==> config.mk <==
export PLATFORM = sky130hd
export DESIGN_NAME = ppu_stream_ctrl
export DESIGN_NICKNAME = d
export VERILOG_FILES = /design/src/rtl/ppu_stream_ctrl.sv
export SDC_FILE = /design/constraint.sdc
export NUM_CORES = 1
export LEC_CHECK = 0
export CORE_AREA = 2 2 144 146
export CTS_CLUSTER_DIAMETER = 40
export CTS_CLUSTER_SIZE = 25
export DETAILED_ROUTE_END_ITERATION = 8
export DIE_AREA = 0 0 146 148
export GPL_ROUTABILITY_DRIVEN = 0
export PLACE_DENSITY = 0.8
export SLEW_MARGIN = 30
export SYNTH_ARGS = -nofsm -noshare
export SYNTH_HDL_FRONTEND = slang
export SYNTH_SLANG_ARGS = --single-unit
==> constraint.sdc <==
create_clock -name i_clk -period 3.2 [get_ports i_clk]
set_clock_uncertainty 0.2 [all_clocks]
set_input_delay 0.48 -clock i_clk [delete_from_list [all_inputs] [get_ports i_clk]]
set_output_delay 0.48 -clock i_clk [all_outputs]
set_load 0.005 [all_outputs]
==> src/rtl/ppu_stream_ctrl.sv <==
// ---------------------------------------------------------------------------
// PpuStreamCtrl (module ppu_stream_ctrl)
//
// Initiator side of the PPU interface. Accepts a valid/ready stream of
// accumulated psums, steers each psum (plus pooling-window control) into the
// PPU, captures the PPU's 8-bit result per output pixel, packs four results
// little-endian into a 32-bit word and writes the words to the output GLB
// through a valid/ready write port with byte strobes.
//
// Ports:
//   i_clk, i_rst_n          clock, asynchronous active-low reset
//   i_start                 one-cycle pulse, latches i_cfg_* (ignored while busy)
//   i_cfg_pool_en           1 = maxpool mode, 0 = bypass
//   i_cfg_pool_size         psums per pooling window (0 behaves as 1)
//   i_cfg_out_count         output bytes for the layer
//   i_cfg_base_addr         GLB byte address of the first output word
//   i_in_valid/o_in_ready   psum stream handshake, i_in_data = psum
//   o_ppu_data_in           psum forwarded combinationally to the PPU
//   o_ppu_maxpool_en/init   PPU comparator update / restart
//   o_ppu_relu_sel          latched pool enable
//   i_ppu_data_out          PPU 8-bit result
//   o_wr_valid/i_wr_ready   GLB write handshake
//   o_wr_addr/o_wr_data/o_wr_strb  write address, packed data, byte enables
//   o_busy                  layer in progress
//   o_done                  one-cycle pulse after the final write handshake
// ---------------------------------------------------------------------------
module ppu_stream_ctrl #(
    parameter int DATA_BITS = 32,
    parameter int ADDR_BITS = 32,
    parameter int CNT_BITS  = 16
) (
    input  logic                 i_clk,
    input  logic                 i_rst_n,
    input  logic                 i_start,
    input  logic                 i_cfg_pool_en,
    input  logic [3:0]           i_cfg_pool_size,
    input  logic [CNT_BITS-1:0]  i_cfg_out_count,
    input  logic [ADDR_BITS-1:0] i_cfg_base_addr,
    input  logic                 i_in_valid,
    output logic                 o_in_ready,
    input  logic [DATA_BITS-1:0] i_in_data,
    output logic [DATA_BITS-1:0] o_ppu_data_in,
    output logic                 o_ppu_maxpool_en,
    output logic                 o_ppu_maxpool_init,
    output logic                 o_ppu_relu_sel,
    input  logic [7:0]           i_ppu_data_out,
    output logic                 o_wr_valid,
    input  logic                 i_wr_ready,
    output logic [ADDR_BITS-1:0] o_wr_addr,
    output logic [31:0]          o_wr_data,
    output logic [3:0]           o_wr_strb,
    output logic                 o_busy,
    output logic                 o_done
);

    typedef enum logic [2:0] {
        IDLE      = 3'd0,
        ACCEPT    = 3'd1,
        POOL_WAIT = 3'd2,
        WRITE     = 3'd3,
        DONE      = 3'd4
    } state_t;

    state_t                r_state;
    logic                  r_pool_en;
    logic [3:0]            r_pool_size;
    logic [CNT_BITS-1:0]   r_out_count;
    logic [ADDR_BITS-1:0]  r_base_addr;
    logic [3:0]            r_win_cnt;
    logic [1:0]            r_byte_idx;
    logic [CNT_BITS-1:0]   r_bytes_done;
    logic [CNT_BITS-1:0]   r_word_idx;
    logic [31:0]           r_pack;
    logic                  r_wr_valid;
    logic [ADDR_BITS-1:0]  r_wr_addr;
    logic [31:0]           r_wr_data;
    logic [3:0]            r_wr_strb;
    logic                  r_busy;
    logic                  r_done;

    logic                  w_accept;
    logic [3:0]            w_pool_last;
    logic                  w_win_last;
    logic                  w_capture;
    logic [31:0]           w_pack_next;
    logic [CNT_BITS-1:0]   w_bytes_next;
    logic                  w_word_full;
    logic [ADDR_BITS-1:0]  w_word_addr;
    logic [3:0]            w_strb;

    // A psum is consumed only in ACCEPT; the PPU comparator is touched only on
    // that handshake cycle so input stalls never disturb the running max.
    assign w_accept           = (r_state == ACCEPT) && i_in_valid;
    assign o_in_ready         = (r_state == ACCEPT);
    assign o_ppu_data_in      = i_in_data;
    assign o_ppu_maxpool_en   = w_accept && r_pool_en;
    assign o_ppu_maxpool_init = w_accept && r_pool_en && (r_win_cnt == 4'd0);
    assign o_ppu_relu_sel     = r_pool_en;

    // A pool size of 0 behaves like a window of one psum.
    assign w_pool_last = (r_pool_size == 4'd0) ? 4'd0 : (r_pool_size - 4'd1);
    assign w_win_last  = (r_win_cnt == w_pool_last);

    // Bypass captures the combinational PPU result on the accept itself; pool
    // mode captures the registered max in the single POOL_WAIT cycle.
    assign w_capture    = (w_accept && !r_pool_en) || (r_state == POOL_WAIT);
    assign w_pack_next  = r_pack | (32'(i_ppu_data_out) << {r_byte_idx, 3'b000});
    assign w_bytes_next = r_bytes_done + 1'b1;
    assign w_word_full  = (r_byte_idx == 2'd3) || (w_bytes_next == r_out_count);
    assign w_word_addr  = r_base_addr + ADDR_BITS'({r_word_idx, 2'b00});

    // Strobe covers the lanes filled so far, including the one being captured.
    always_comb begin
        w_strb = 4'b0001;
        case (r_byte_idx)
            2'd0:    w_strb = 4'b0001;
            2'd1:    w_strb = 4'b0011;
            2'd2:    w_strb = 4'b0111;
            default: w_strb = 4'b1111;
        endcase
    end

    assign o_wr_valid = r_wr_valid;
    assign o_wr_addr  = r_wr_addr;
    assign o_wr_data  = r_wr_data;
    assign o_wr_strb  = r_wr_strb;
    assign o_busy     = r_busy;
    assign o_done     = r_done;

    // Control FSM with registered write-port and status outputs. The byte
    // capture at the end overrides the state chosen by the case statement,
    // because a captured byte always decides between WRITE and ACCEPT.
    always_ff @(posedge i_clk or negedge i_rst_n) begin
        if (!i_rst_n) begin
            r_state      <= IDLE;
            r_pool_en    <= 1'b0;
            r_pool_size  <= 4'd0;
            r_out_count  <= '0;
            r_base_addr  <= '0;
            r_win_cnt    <= 4'd0;
            r_byte_idx   <= 2'd0;
            r_bytes_done <= '0;
            r_word_idx   <= '0;
            r_pack       <= 32'd0;
            r_wr_valid   <= 1'b0;
            r_wr_addr    <= '0;
            r_wr_data    <= 32'd0;
            r_wr_strb    <= 4'd0;
            r_busy       <= 1'b0;
            r_done       <= 1'b0;
        end else begin
            case (r_state)
                IDLE: begin
                    r_done <= 1'b0;
                    if (i_start) begin
                        r_pool_en    <= i_cfg_pool_en;
                        r_pool_size  <= i_cfg_pool_size;
                        r_out_count  <= i_cfg_out_count;
                        r_base_addr  <= i_cfg_base_addr;
                        r_win_cnt    <= 4'd0;
                        r_byte_idx   <= 2'd0;
                        r_bytes_done <= '0;
                        r_word_idx   <= '0;
                        r_pack       <= 32'd0;
                        if (i_cfg_out_count == '0) begin
                            r_state <= DONE;
                            r_done  <= 1'b1;
                        end else begin
                            r_state <= ACCEPT;
                            r_busy  <= 1'b1;
                        end
                    end
                end
                ACCEPT: begin
                    if (w_accept && r_pool_en) begin
                        if (w_win_last) begin
                            r_state <= POOL_WAIT;
                        end else begin
                            r_win_cnt <= r_win_cnt + 4'd1;
                        end
                    end
                end
                POOL_WAIT: begin
                    r_win_cnt <= 4'd0;
                end
                WRITE: begin
                    if (i_wr_ready) begin
                        r_wr_valid <= 1'b0;
                        r_word_idx <= r_word_idx + 1'b1;
                        r_byte_idx <= 2'd0;
                        r_pack     <= 32'd0;
                        if (r_bytes_done == r_out_count) begin
                            r_state <= DONE;
                            r_done  <= 1'b1;
                            r_busy  <= 1'b0;
                        end else begin
                            r_state <= ACCEPT;
                        end
                    end
                end
                DONE: begin
                    r_done  <= 1'b0;
                    r_busy  <= 1'b0;
                    r_state <= IDLE;
                end
                default: begin
                    r_state <= IDLE;
                end
            endcase

            if (w_capture) begin
                r_pack       <= w_pack_next;
                r_byte_idx   <= r_byte_idx + 2'd1;
                r_bytes_done <= w_bytes_next;
                if (w_word_full) begin
                    r_state    <= WRITE;
                    r_wr_valid <= 1'b1;
                    r_wr_data  <= w_pack_next;
                    r_wr_addr  <= w_word_addr;
                    r_wr_strb  <= w_strb;
                end else begin
                    r_state <= ACCEPT;
                end
            end
        end
    end

endmodule

==> After elaboration in Yosys (flattened, before gate mapping) <==
Cells that the tools add are included.
Widths: inputs -> output; s select.
{ "word_totals": {"regBits": 197, "output_inout_bits": 107, "wordCells": 114} }
{ "op_classes": {"n_addsub": 6, "n_eq_ne": 21, "shift": 1, "muxes": 42, "bitwise": 1, "n_reduce_logical": 27} }
{ "op_table": {"columns": ["op", "count"], "rows": [
  ["$mux 32", 3],
  ["$mux 16", 4],
  ["$pmux 32 s2", 1],
  ["$add 16x1->16 const B", 2],
  ["$add 32x18->32", 1],
  ["$eq 16x16->1", 2],
  ["$or 32x32->32", 1],
  ["$pmux 16 s2", 1],
  ["$shl 8x5->32", 1],
  ["$pmux 4 s3", 2],
  ["$mux 3", 7],
  ["$logic_not 16->1", 1],
  ["$mux 4", 4],
  ["$mux 1", 12],
  ["$ne 2x2->1 const B", 6],
  ["$pmux 3 s4", 1],
  ["$reduce_and 5->1", 2],
  ["$reduce_and 3->1", 3],
  ["$reduce_bool 3->1", 3],
  ["$logic_not 4->1", 2],
  ["$mux 2", 4],
  ["$eq 3x2->1 const B", 2],
  ["$ne 3x1->1 const B", 2],
  ["$ne 3x3->1 const B", 2],
  ["other kinds (19)", 29]
]} }

==> Logic depth before layout (Yosys ltp) <==
Gate-level depths: netlist (run 1).
{ "logic_depth": {"ltp_word": 7, "ltp_mapped": 11, "depth_no_buf": 9} }

==> Least setup slack after synthesis (run 1) <==
Ideal clock, no wire load.
{ "synth_path": {"path_kind": "reg2reg", "from": "register r_word_idx[9]", "to": "register r_wr_addr[25], in the netlist o_wr_addr[25]", "arrival_ns": 2.566, "t_required_ns": 2.872, "setup_slack_ns": 0.306, "path_stages_with_launch": 10, "period_less_slack_ns": 2.894, "cell_sequence": "dfrtp_1 -> ha_1 -> clkbuf_1 -> a21oi_1 -> a21oi_1 -> or4_1 -> o2111ai_1 -> a21boi_0 -> xor2_1 -> mux2_1"} }
{ "synth_via": {"elab_chain_cells": 1} }
{ "synth_lines": {"columns": ["item", "line_no", "text"], "rows": [
  ["start, declared", "72", "logic [CNT_BITS-1:0] r_word_idx;"],
  ["start signal, assigned", "189", "r_word_idx <= r_word_idx + 1'b1;"],
  ["$add 32x18->32", "110", "assign w_word_addr = r_base_addr + ADDR_BITS'({r_word_idx, 2'b00});"],
  ["end signal, assigned", "219", "r_wr_addr <= w_word_addr;"],
  ["end, declared", "75", "logic [ADDR_BITS-1:0] r_wr_addr;"]
]} }
No other way between the ends.
A chain may end at the register's enable or synchronous reset.

==> Final worst setup path (run 1) <==
{ "layout_path": {"from": "register r_word_idx[0]", "to": "register r_wr_addr[30], in the netlist o_wr_addr[30]"} }
The elaborated chain is that of the path after synthesis.

==> out/results.ini, run 1 <==
[run_status]
status = complete, no violations

[route]
antenna_left = 0
vias_per_cell = 5.64
drtIter0Drc = 656
avgRoutedWirePerCell_um = 16.5
wirelength_um = 24200
first_pass_iters = 7
dr_total_vias = 8254
drcViolationCount = 0

[floorplan]
core_area_mm2 = 0.0200
fp.dieH_um = 148
row_count = 52
die_area_mm2 = 0.0216
die_w_um = 146
io_pins = 205
initial_core_util_pct = 51.4

[layout]
final_nets = 1302
finalInstanceArea_mm2 = 0.0125
drive_gt1_share_pct = 8.89
num_antenna_cells = 0
syn_to_final_growth_pct = 21.7
final_cell_mix = nand2_1, dfrtp_1, clkdlybuf4s50_1
fillCellCount = 1648
fin_util_pct = 62.5
final_common_cell = nand2_1

[yosys]
yosysTopAreaCell = dfrtp_1
synth_compound_area_share_pct = 13.1
ys_seq_elements = 197
synthCells = 1075
synthXorXnorAreaFrac_pct = 4.68
synth_flop_cell = dfrtp_1
syn_area_mm2 = 0.0103
synthAdderAreaFrac_pct = 2.99
synth_edf_count = 0
synth_simple_gate_area_share_pct = 17.1
synth.area.top_cells = dfrtp_1, nand2_1, mux2i_1
synth_top_family_by_area = simple AND/OR/NAND/NOR gates
synthArstFlopShare_pct = 100
synth_cell_types = 63
syn_nets = 1197
synth_mux_area_share_pct = 7.38
synth-warning-count = 0
synth_top_area_share_pct = 47.9
seq_area_frac_synth_pct = 47.9
synth.avg_cell_area_um2 = 9.58

[clock_tree]
htreeDepth = 4
root_buffer = clkbuf_16
tritoncts = done
clk_path_buf_depth = 2
cts_buffers = 17
cts_num_sinks = 197
insertion_delay_ps = 440
clk_transition_reported_paths_ps = 80

[power_and_ir_drop]
ir_drop_v = 0.000381
power.leakage_nw = 5.99
power.switching_mw = 3.80
combPwrFrac_pct = 38.0
clkPwrFrac_pct = 21.4
switching_share_pct = 36.7
power_density_mw_per_mm2 = 827
p_seq_share_pct = 40.7
p_int_mw = 6.56

[grt]
track_usage_pct = 22.7
antenna_found_initial = 0
overflow = 0
grt_pass1_wl_um = 40200
grt_max_degree = 77
grt_pass1_vias = 8081

[run]
max_cap_violations = 0

[critical_path]
criticalPathCategory = reg -> reg
end_kind = flip-flop
cp_data_required_time_ps = 3380
start_kind = flip-flop
cp.arrival_ps = 3270
crit_fanout = 13

[timing]
max_freq_ghz = 0.323
min_period_over_period_pct = 96.6
hold_viol = 0
setup_tns_ps = 0
rsz0062_at_grt = false
post-route-min-period_ps = 3090
holdWs_ps = 273
worstMarginPinSlew_ps = 892
final-setup-viol-count = 0
slew_viol_final = 0
max_slew_margin_pct = 40.4

[place]
io_buffer_count = 140
dp_hpwl_um = 17000
place_area_mm2 = 0.0118

[hold_path]
min-delay-path-class = reg -> reg

-- flip-flops by register name (all words and copies together) (netlist names), 16 cells and up --
name and flops:
o_wr_data 32, o_wr_addr 32, r_bytes_done 16, r_pack 32, r_out_count 16, r_base_addr 32
r_word_idx 16
-- timing repair --
| item | CTS | global route |
|---|---|---|
| hold endpoints to repair | 73 | 0 |
| resized for setup | 0 | 9 |
| setup endpoints to repair | 0 | 38 |
| setup buffers | 0 | 1 |
| hold buffers | 1 | 0 |
-- through the flow --
stage               std cells  total power, mW  worst slack [ps]
floorplan                1075             6.36               306
global placement         1429             7.95             -36.3
detailed placement       1429             8.14             -58.1
CTS                      1462             10.4              7.15
global route             1463             11.0              8.64
finish                   1463             10.4               108
-- worst max-delay path: stages (launching register included) --
cell and delay, ps:
dfrtp_1 440, ha_1 240, fa_1 400, a21o_1 200, a211oi_1 340, o21ba_2 250, o31ai_1 90, buf_4 190
or3b_2 460, nand3_1 70, mux2_2 140
-- routing by layer --
layer | track usage [%] | part of all wire (%) | vias to the layer above
li1 | - | - | 3891
met1 | 32.0 | 45 | 4033
met2 | 36.5 | 48 | 299
met3 | 3.92 | 5.7 | 31
met4 | 6.50 | 1.5 | 0
met5 | 0 | 0 | -
-- kinds of logic (layout without fill, tap and decap cells) --
kind of cell,Yosys count,after routing
AND/OR/NAND/NOR,376,376
AO/OA/AOI/OAI,207,207
buffers and inverters,144,262
multiplexers,72,72
flip-flops,197,197
XOR/XNOR,55,55
adder cells (fa/ha/maj),24,24
-- layout make-up --
type / count / area, um^2 / share of cell area (%)
clock buffer: 17 / 425 / 3.40
clock inverter: 15 / 194 / 1.55
inverter: 57 / 214 / 1.71
multi-input combinational: 734 / 4700 / 37.5
sequential: 197 / 4930 / 39.4
tap: 270 / 338 / 2.70
timing repair buffer: 173 / 1720 / 13.7
-- power by group through the flow --
stage | clock network [mW] | logic (mW) | registers [mW]
finish | 2.22 | 3.93 | 4.21
global route | 2.34 | 4.37 | 4.34
CTS | 2.24 | 3.93 | 4.19
detailed placement | 0 | 3.90 | 4.24
global placement | 0 | 3.75 | 4.20
floorplan | 0 | 2.34 | 4.02
-- cells in the mapped netlist, types with 3 or more instances --
cell	number
nand2b_1	5
or2_2	6
buf_4	34
or3_1	15
a22oi_1	4
nand4_1	12
or4_1	6
mux2i_1	41
buf_1	8
o21ai_0	38
buf_2	4
a21boi_0	4
xor2_1	27
clkbuf_1	36
xnor2_1	28
nand2_1	199
nor2b_1	3
mux2_1	11
o22ai_1	4
a21o_1	6
o31ai_1	8
o22a_1	3
a22o_1	32
nor4b_1	3
and2_1	5
ha_1	23
and3_1	7
nand3b_1	4
a21oi_1	73
inv_1	57
mux2_2	20
nor3_1	9
o211ai_1	10
o311ai_0	4
nand3_1	33
o21bai_1	3
nor3b_1	6
nor2_1	45
nor4_1	7
buf_6	5
dfrtp_1	197
-- worst paths after layout --
path | endpoint | startpoint | cells after the start | slack, ps
worst max-delay path | o_wr_addr[30] | r_word_idx[0] | 10 | 110
worst min-delay path | o_wr_strb[0] | o_wr_strb[0] | 1 | 270
worst max register to register | o_wr_addr[30] | r_word_idx[0] | 10 | 110
worst min register to register | o_wr_strb[0] | o_wr_strb[0] | 1 | 270
max in group asynchronous | r_pack[4] | i_rst_n | 3 | 1660
min in group asynchronous | o_wr_addr[6] | i_rst_n | 2 | 420
Note: power is estimated with default switching activity, not from simulation.
==> run 2, diff against run 1 <==
- ABC_AREA: unset -> 1
- CORE_AREA: 2 2 144 146 -> 2 2 146 148
- DIE_AREA: 0 0 146 148 -> 0 0 148 150
- PLACE_DENSITY: 0.8 -> 0.81
- REMOVE_ABC_BUFFERS: unset -> 1
==> run 2 against run 1 <==
Effect of this change: global-route usage rose by 3.1 points; critical path type is now reg -> out; count of clock-buffer cells in the layout unchanged; design area is 3.3% higher; wire length grew 16%; combinational power up 6.4%.
==> out/results.ini, run 2 <==
[run_status]
status = complete, no violations

[layout]
stdcell_count = 1811
final_cell_mix = nand2_1, dfrtp_1, inv_1
num_antenna_cells = 0
multiInputGateArea_mm2 = 0.00490
final_common_cell = nand2_1
seq_area_mm2 = 0.00493
drive_gt1_share_pct = 4.62
final_nets = 1645
syn_to_final_growth_pct = 19.6
fin_util_pct = 62.6
finalInstanceArea_mm2 = 0.0129
fillCellCount = 1771

[route]
antenna_left = 0
drcViolationCount = 0
dr_total_vias = 9794
wirelength_um = 28000
vias_per_cell = 5.41
avgRoutedWirePerCell_um = 15.5
drtIter0Drc = 827
first_pass_iters = 6

[clock_tree]
clk_transition_reported_paths_ps = 80
cts_buffers = 17
cts_num_sinks = 197
cts_resized = 0
tritoncts = done
insertion_delay_ps = 440
htreeDepth = 4
clk_path_buf_depth = 2
root_buffer = clkbuf_16

[timing]
max_freq_ghz = 0.362
worstMarginPinSlew_ps = 612
worst_slack_ps = 438
slew_viol_final = 0
post-route-min-period_ps = 2760
max_slew_margin_pct = 59.2
hold_viol = 0
final-setup-viol-count = 0
min_period_over_period_pct = 86.3
setup_tns_ps = 0
rsz0062_at_grt = false
holdWs_ps = 278

[power_and_ir_drop]
power.leakage_nw = 6.42
p_seq_share_pct = 39.0
combPwrFrac_pct = 39.5
p_int_mw = 6.37
power_mw = 10.6
power.switching_mw = 4.22
power_density_mw_per_mm2 = 818
clkPwrFrac_pct = 21.5
ir_drop_v = 0.000458
switching_share_pct = 39.9

[hold_path]
holdPathStages = 1
worstHoldEndpoint = o_wr_strb[0]
min-delay-path-class = reg -> reg
min_from = o_wr_strb[0]

[grt]
grt_busiest_layer = met2
grt_max_degree = 73
track_usage_pct = 25.8
grt_pass1_vias = 9516
overflow = 0
met2_usage_pct = 40.7
grt_use_met3_pct = 6.62
antenna_found_initial = 0
global_route.usage.met1_pct = 34.9
grt_pass1_wl_um = 46200

[critical_path]
cp_data_required_time_ps = 2520
ff2ff_path_depth = 13
r2r-start = r_bytes_done[1]
r2r-end = o_wr_data[15]
r2r_setup_slack_ps = 470
start_kind = flip-flop
criticalPathCategory = reg -> out
end_kind = output pin
crit_fanout = 6
cp.arrival_ps = 2080

[yosys]
synthTopCellsByCount = nand2_1, dfrtp_1, inv_1
synth.area.top_cells = dfrtp_1, nand2_1, nand3_1
seq_area_frac_synth_pct = 45.6
synthCells = 1429
ys_seq_elements = 197
synth_flop_cell = dfrtp_1
synth-warning-count = 0
synth_top_area_share_pct = 45.6
synth_cell_types = 38
yosysTopAreaCell = dfrtp_1
synth_edf_count = 0
synth.avg_cell_area_um2 = 7.57
syn_area_mm2 = 0.0108
synthArstFlopShare_pct = 100
yosysMostFrequentCell = nand2_1

[floorplan]
fp.dieH_um = 150
die_area_mm2 = 0.0222
row_count = 53
io_pins = 205
die_w_um = 148
initial_core_util_pct = 52.3
core_area_mm2 = 0.0207

[place]
io_buffer_count = 140
dp.cells = 1778
preCtsSetupSlack_ps = 560
place_area_mm2 = 0.0123
dp_hpwl_um = 19800

[run]
max_cap_violations = 0

run 2: cell types whose count changed in the layout (fill, tap and decap cells not counted), sizes merged, moves of 29 or more:
cell and delta:
mux2 -31, mux2i -41, a21oi -29, o21ai +66, a22o -32, inv +86
nand2 +282, nor2 +29, nand3 +92
run 2: power groups by stage:
stage	registers, mW	clock network (mW)	logic, mW
after floorplan	3.98	0	2.41
after global placement	4.12	0	3.98
after detailed placement	4.14	0	4.13
after CTS	4.11	2.31	4.18
after global routing	4.22	2.41	4.74
final	4.12	2.28	4.18
run 2: timing repair:
| item | CTS | global route |
|---|---|---|
| hold endpoints to repair | 69 | 0 |
| hold buffers | 1 | 0 |
| setup buffers | 0 | 0 |
run 2: kinds of logic after synthesis:
kind of cell    count (synthesis)  share of synthesized area [%]
buf+inv                       226                           9.32
fa+ha+maj                      24                           2.84
xor+xnor                       49                           3.97
flops                         197                           45.6
compound gates                187                           9.30
simple gates                  746                           29.0
run 2: per-layer routing:
metal / part of all wire [%] / vias to the layer above
met5: 0 / -
met4: 1.8 / 0
met3: 8.2 / 47
met2: 46 / 401
met1: 44 / 4592
li1: - / 4754
run 2: worst max path at each step:
stage	depth (start not counted)	endpoint	from	slack, ps
detailed placement	11	o_wr_data[15]	i_in_valid	560
CTS	5	o_ppu_maxpool_init	r_win_cnt[0]	450
global placement	11	o_wr_strb[2]	i_in_valid	630
finish	5	o_ppu_maxpool_init	r_win_cnt[0]	440
floorplan	10	o_wr_strb[0]	r_state[2]	-1310
global route	13	o_wr_addr[15]	r_bytes_done[1]	260
run 2: critical path, cell delays in order, from the launching register on:
cell,delay (ps)
dfrtp_1,460
inv_1,110
ha_1,160
nand3_1,90
nor4_1,270
clkdlybuf4s50_1,560
run 2: cell type report:
type | count | area share (%)
flip-flops and latches | 197 | 38.1
multi-input cells | 1006 | 37.8
repair buffers | 158 | 12.3
inverters | 143 | 4.15
clock buffers | 17 | 3.29
well taps | 275 | 2.66
clock inverters | 15 | 1.68
==> run 3, diff against run 2 <==
- CORE_AREA: 2 2 146 148 -> 8 8 174 176
- DIE_AREA: 0 0 148 150 -> 0 0 182 184
- PLACE_DENSITY: 0.81 -> unset
==> run 3 against run 2 <==
Effect of this change: critical path depth did not move; first-iteration DRC count fell by 9.2%; non-clock buffer count rose by 2; core utilization fell by 15 points; die area rose by 51%; sequential share of layout area fell by 0.14 points; maximum frequency rose by 1.5%; setup slack improved by 41 ps; global-route usage fell by 7.8 points; wire length rose by 5.5%; via count fell by 2.7%; critical endpoint unchanged.
==> out/results.ini, run 3 (synthesized netlist as in run 2, its figures left out) <==
[run_status]
status = complete, no violations

[layout]
drive_gt1_share_pct = 4.75
num_antenna_cells = 0
final_common_cell = nand2_1
final_nets = 1647
finalInstanceArea_mm2 = 0.0130
syn_to_final_growth_pct = 20.0
final_cell_mix = nand2_1, dfrtp_1, inv_1

[place]
dp_hpwl_um = 21400
io_buffer_count = 140
place_area_mm2 = 0.0124

[clock_tree]
cts_resized = 0
clk_path_buf_depth = 2
cts_setup_buffers = 0
cts_num_sinks = 197
cts_buffers = 17
insertion_delay_ps = 440
tritoncts = done
root_buffer = clkbuf_16
htreeDepth = 4
clk_transition_reported_paths_ps = 80

[route]
antenna_left = 0
drtIter0Drc = 751
dr_total_vias = 9531
dr_wl_met2_um = 12900
drcViolationCount = 0
dr_wl_met3_um = 2030
wl_met1_um = 14300
dr.max_layer_used = met5
wirelength_um = 29500
avgRoutedWirePerCell_um = 15.7
vias_per_cell = 5.06
first_pass_iters = 5

[hold_path]
holdPathStages = 2
min_from = o_wr_strb[3]
min-delay-path-class = reg -> reg
worstHoldEndpoint = o_wr_strb[3]

[power_and_ir_drop]
power_density_mw_per_mm2 = 805
power_mw = 10.4
ir_drop_v = 0.000373
power.leakage_nw = 6.40

[timing]
post-route-min-period_ps = 2720
slew_viol_final = 0
final-setup-viol-count = 0
rsz0062_at_grt = false
max_freq_ghz = 0.367
hold_viol = 0
worstMarginPinSlew_ps = 674
max_slew_margin_pct = 55.0
min_period_over_period_pct = 85.0

[floorplan]
die_w_um = 182
initial_core_util_pct = 39.4
core_area_mm2 = 0.0275
fp.dieH_um = 184
row_count = 61
die_area_mm2 = 0.0335
io_pins = 205

[critical_path]
end_kind = output pin
crit_cells = 5
cp_top_family = buffers and inverters
criticalPathCategory = reg -> out
cpPeakStageDelay_ps = 570
cp_slowest_cell = clkdlybuf4s50_1
r2r_setup_slack_ps = 500
crit_fanout = 6
cp_cell_sequence = inv_1, ha_1, nand3_1, nor4_1, clkdlybuf4s50_1
r2r-end = o_wr_data[10]
cp.arrival_ps = 2040
crit_buf_inv = 2
cp_data_required_time_ps = 2520
ff2ff_path_depth = 14
r2r-start = r_bytes_done[0]
start_kind = flip-flop

[grt]
grt_pass1_vias = 9396
grt_max_degree = 77
grt_pass1_wl_um = 49200
track_usage_pct = 18.0
overflow = 0
antenna_found_initial = 0

[run]
max_cap_violations = 0

run 3: worst max-delay path by stage:
stage               startpoint                 end  slack, ps
2_1_floorplan       r_state[2]        o_wr_strb[0]      -1310
4_1_cts           r_win_cnt[0]  o_ppu_maxpool_init        440
3_5_place_dp   r_bytes_done[0]       o_wr_data[13]        520
5_1_grt        r_bytes_done[0]       o_wr_addr[17]        280
6_report          r_win_cnt[0]  o_ppu_maxpool_init        480
3_3_place_gp   r_bytes_done[0]       o_wr_data[13]        550
run 3: per-layer routing:
layer,track usage (%),vias to the layer above
met3,5.24,17
met5,1.04,-
met4,3.94,2
met1,25.0,4487
li1,-,4773
met2,27.5,252
run 3: worst register-to-register path, cell delays in order, from the launching register on:
cell,delay (ps)
dfrtp_1,440
ha_1,230
nand3_1,170
inv_2,170
nand3_2,140
nor2_4,150
nand2_1,90
nand2_1,60
nand2_1,50
nor2_1,170
nand4_4,140
nand2_2,100
buf_12,250
nand2_1,210
nand2_1,80
run 3: what timing repair did:
item                       CTS  global route
setup endpoints to repair    0             0
hold endpoints to repair    71             0
hold buffers                 1             0
run 3: cell type report:
class                           count  area [um^2]
Clock buffer                       17          425
Clock inverter                     15          173
Fill cell                        2696        14500
Inverter                          143          537
Multi-Input combinational cell   1006         4900
Sequential cell                   197         4930
Tap cell                          346          433
Timing Repair Buffer              160         1600
run 3: power breakdown:
group | total, mW | switching, mW | internal [mW]
registers | 4.09 | 0.702 | 3.39
clock network | 2.20 | 1.13 | 1.06
logic | 4.16 | 2.34 | 1.83
total | 10.4 | 4.18 | 6.27
run 3: through the flow:
step	hold slack (ps)	cells	TNS [ps]	worst slack [ps]	util, %
6_report	275	1884	0	479	47.3
5_1_grt	291	1884	0	280	47.3
4_1_cts	279	1884	0	443	47.3
3_5_place_dp	260	1851	0	524	45.1
3_3_place_gp	253	1851	0	547	45.1
2_1_floorplan	-15.6	1346	-91660	-1310	-
==> RTL change: new RTL, config.mk and constraints of run 2 <==
Change the parameter `CNT_BITS` from 16 to 24.
--- a/src/rtl/ppu_stream_ctrl.sv
+++ b/src/rtl/ppu_stream_ctrl.sv
@@ -27,7 +27,7 @@
 module ppu_stream_ctrl #(
     parameter int DATA_BITS = 32,
     parameter int ADDR_BITS = 32,
-    parameter int CNT_BITS  = 16
+    parameter int CNT_BITS  = 24
 ) (
     input  logic                 i_clk,
     input  logic                 i_rst_n,
Interface: changed (resized i_cfg_out_count); port bits go from 205 to 213. No check against the original RTL was run, so the function may have changed too.
==> RTL change against run 2 <==
First-iteration DRC count rose by 5.1%. Routed wire length is 18% higher. Utilization up 11 points. Cell area increased by 18%. Power up 23%. Count of clock-buffer cells in the layout rose by 18. Setup slack worse by 0.24 ns. Sequential cell count increased by 24. Hold slack worse by 0.017 ns. Area after synthesis is 17% higher. Via count up 19%.
==> RTL change: results (changes against run 2) <==
| Metric | Value |
|---|---|
| Slew @ Worst Pin | `0.933 ns (+0.321 ns)` |
| Worst R2R Path Depth | `16 (+3)` |
| Maximum number of pins on one net before global-route repair | `99 (+36%)` |
| Place WS | `0.421 ns (-0.140 ns)` |
| Avg WL per Cell | `15.8 um (+2.0%)` |
| Synth top cells by count | `541 x nand2_1, 221 x dfrtp_1, 164 x inv_1` |
| CP Launch Point | `r_state[2]$_DFFE_PN0P_` |
| Post-Route Utilization | `74.0% (+11 points)` |
| Worst Path Max Fanout | `8 (+2)` |
| Top cells by area, synth | `dfrtp_1 44%, nand2_1 16%, nand3_1 5.2%, inv_1 4.9%, o21ai_0 4.8%` |
| Nets | `1,928 (+17%)` |
| Synth Instances | `1,676 (+17%)` |
| Met3 usage | `5.64% (-0.98 points)` |
| Wl on met1 | `13,700 um (+11%)` |
| CP peak stage delay | `0.50 ns (-0.06 ns)` |
| Met2 global-route usage | `48.0% (+7.4 points)` |
| Share of layout cells above drive strength 1 | `5.84% (+1.2 points)` |
| FILL cells | `1,615 (-8.8%)` |
| Status | `completed` |
| DR pass1 iterations | `5 (-1)` |
| Tot GR Track Use | `29.9% (+4.1 points)` |
| CTS Buf Count | `31 (+14)` |
| Reg clk slew, reported paths | `0.05 ns (-0.03 ns)` |
| First-pass GRT wire length | `54,000 um (+17%)` |
| Worst r2r src | `r_bytes_done[0]$_DFFE_PN0P_` |
| Met2 wire len | `15,200 um (+18%)` |
| Cells on Worst Hold Path | `2 (+1)` |
-- RTL change: cell types whose count changed in the layout (fill, tap and decap cells not counted), sizes merged, moves of 10 or more --
cell,run 2,this run
a21oi,45,55
clkbuf,18,35
o21ai,104,123
inv,151,171
xnor2,14,26
dfrtp,197,221
nor2,74,111
nand2,481,548
-- RTL change: kinds of logic (layout without fill, tap and decap cells) --
| family | Yosys count | after routing | synth area share [%] |
|---|---|---|---|
| compound gates | 239 | 239 | 10.4 |
| buf+inv | 257 | 395 | 9.05 |
| simple gates | 866 | 866 | 29.4 |
| mux | 1 | 1 | 0.0890 |
| flops | 221 | 221 | 43.7 |
| xor+xnor | 60 | 60 | 4.15 |
| fa+ha+maj | 32 | 32 | 3.22 |
-- RTL change: worst max-delay path: cells and delay by family, from the launching register on --
| family | cells | cell delay (ns) |
|---|---|---|
| AND/OR/NAND/NOR | 4 | 0.66 |
| flip-flops | 1 | 0.46 |
| buffers and inverters | 2 | 0.67 |
-- RTL change: path summary, 6_finish.rpt --
check	end	slack, ns
setup / recovery	o_ppu_maxpool_init	0.19
hold / removal	o_wr_strb[0]$_DFFE_PN0P_	0.26
setup reg to reg	o_wr_addr[25]$_DFFE_PN0P_	0.38
hold reg to reg	o_wr_strb[0]$_DFFE_PN0P_	0.26
max in group asynchronous	r_pack[22]$_DFFE_PN0P_	1.75
min in group asynchronous	r_win_cnt[0]$_DFFE_PN0P_	0.27
-- RTL change: final cells by class --
| cell class | count | area share [%] |
|---|---|---|
| multi-input combinational | 1198 | 39.1 |
| sequential | 221 | 36.1 |
| timing repair buffer | 167 | 11.0 |
| clock buffer | 35 | 5.29 |
| inverter | 171 | 4.19 |
| tap | 275 | 2.25 |
| clock inverter | 22 | 2.12 |
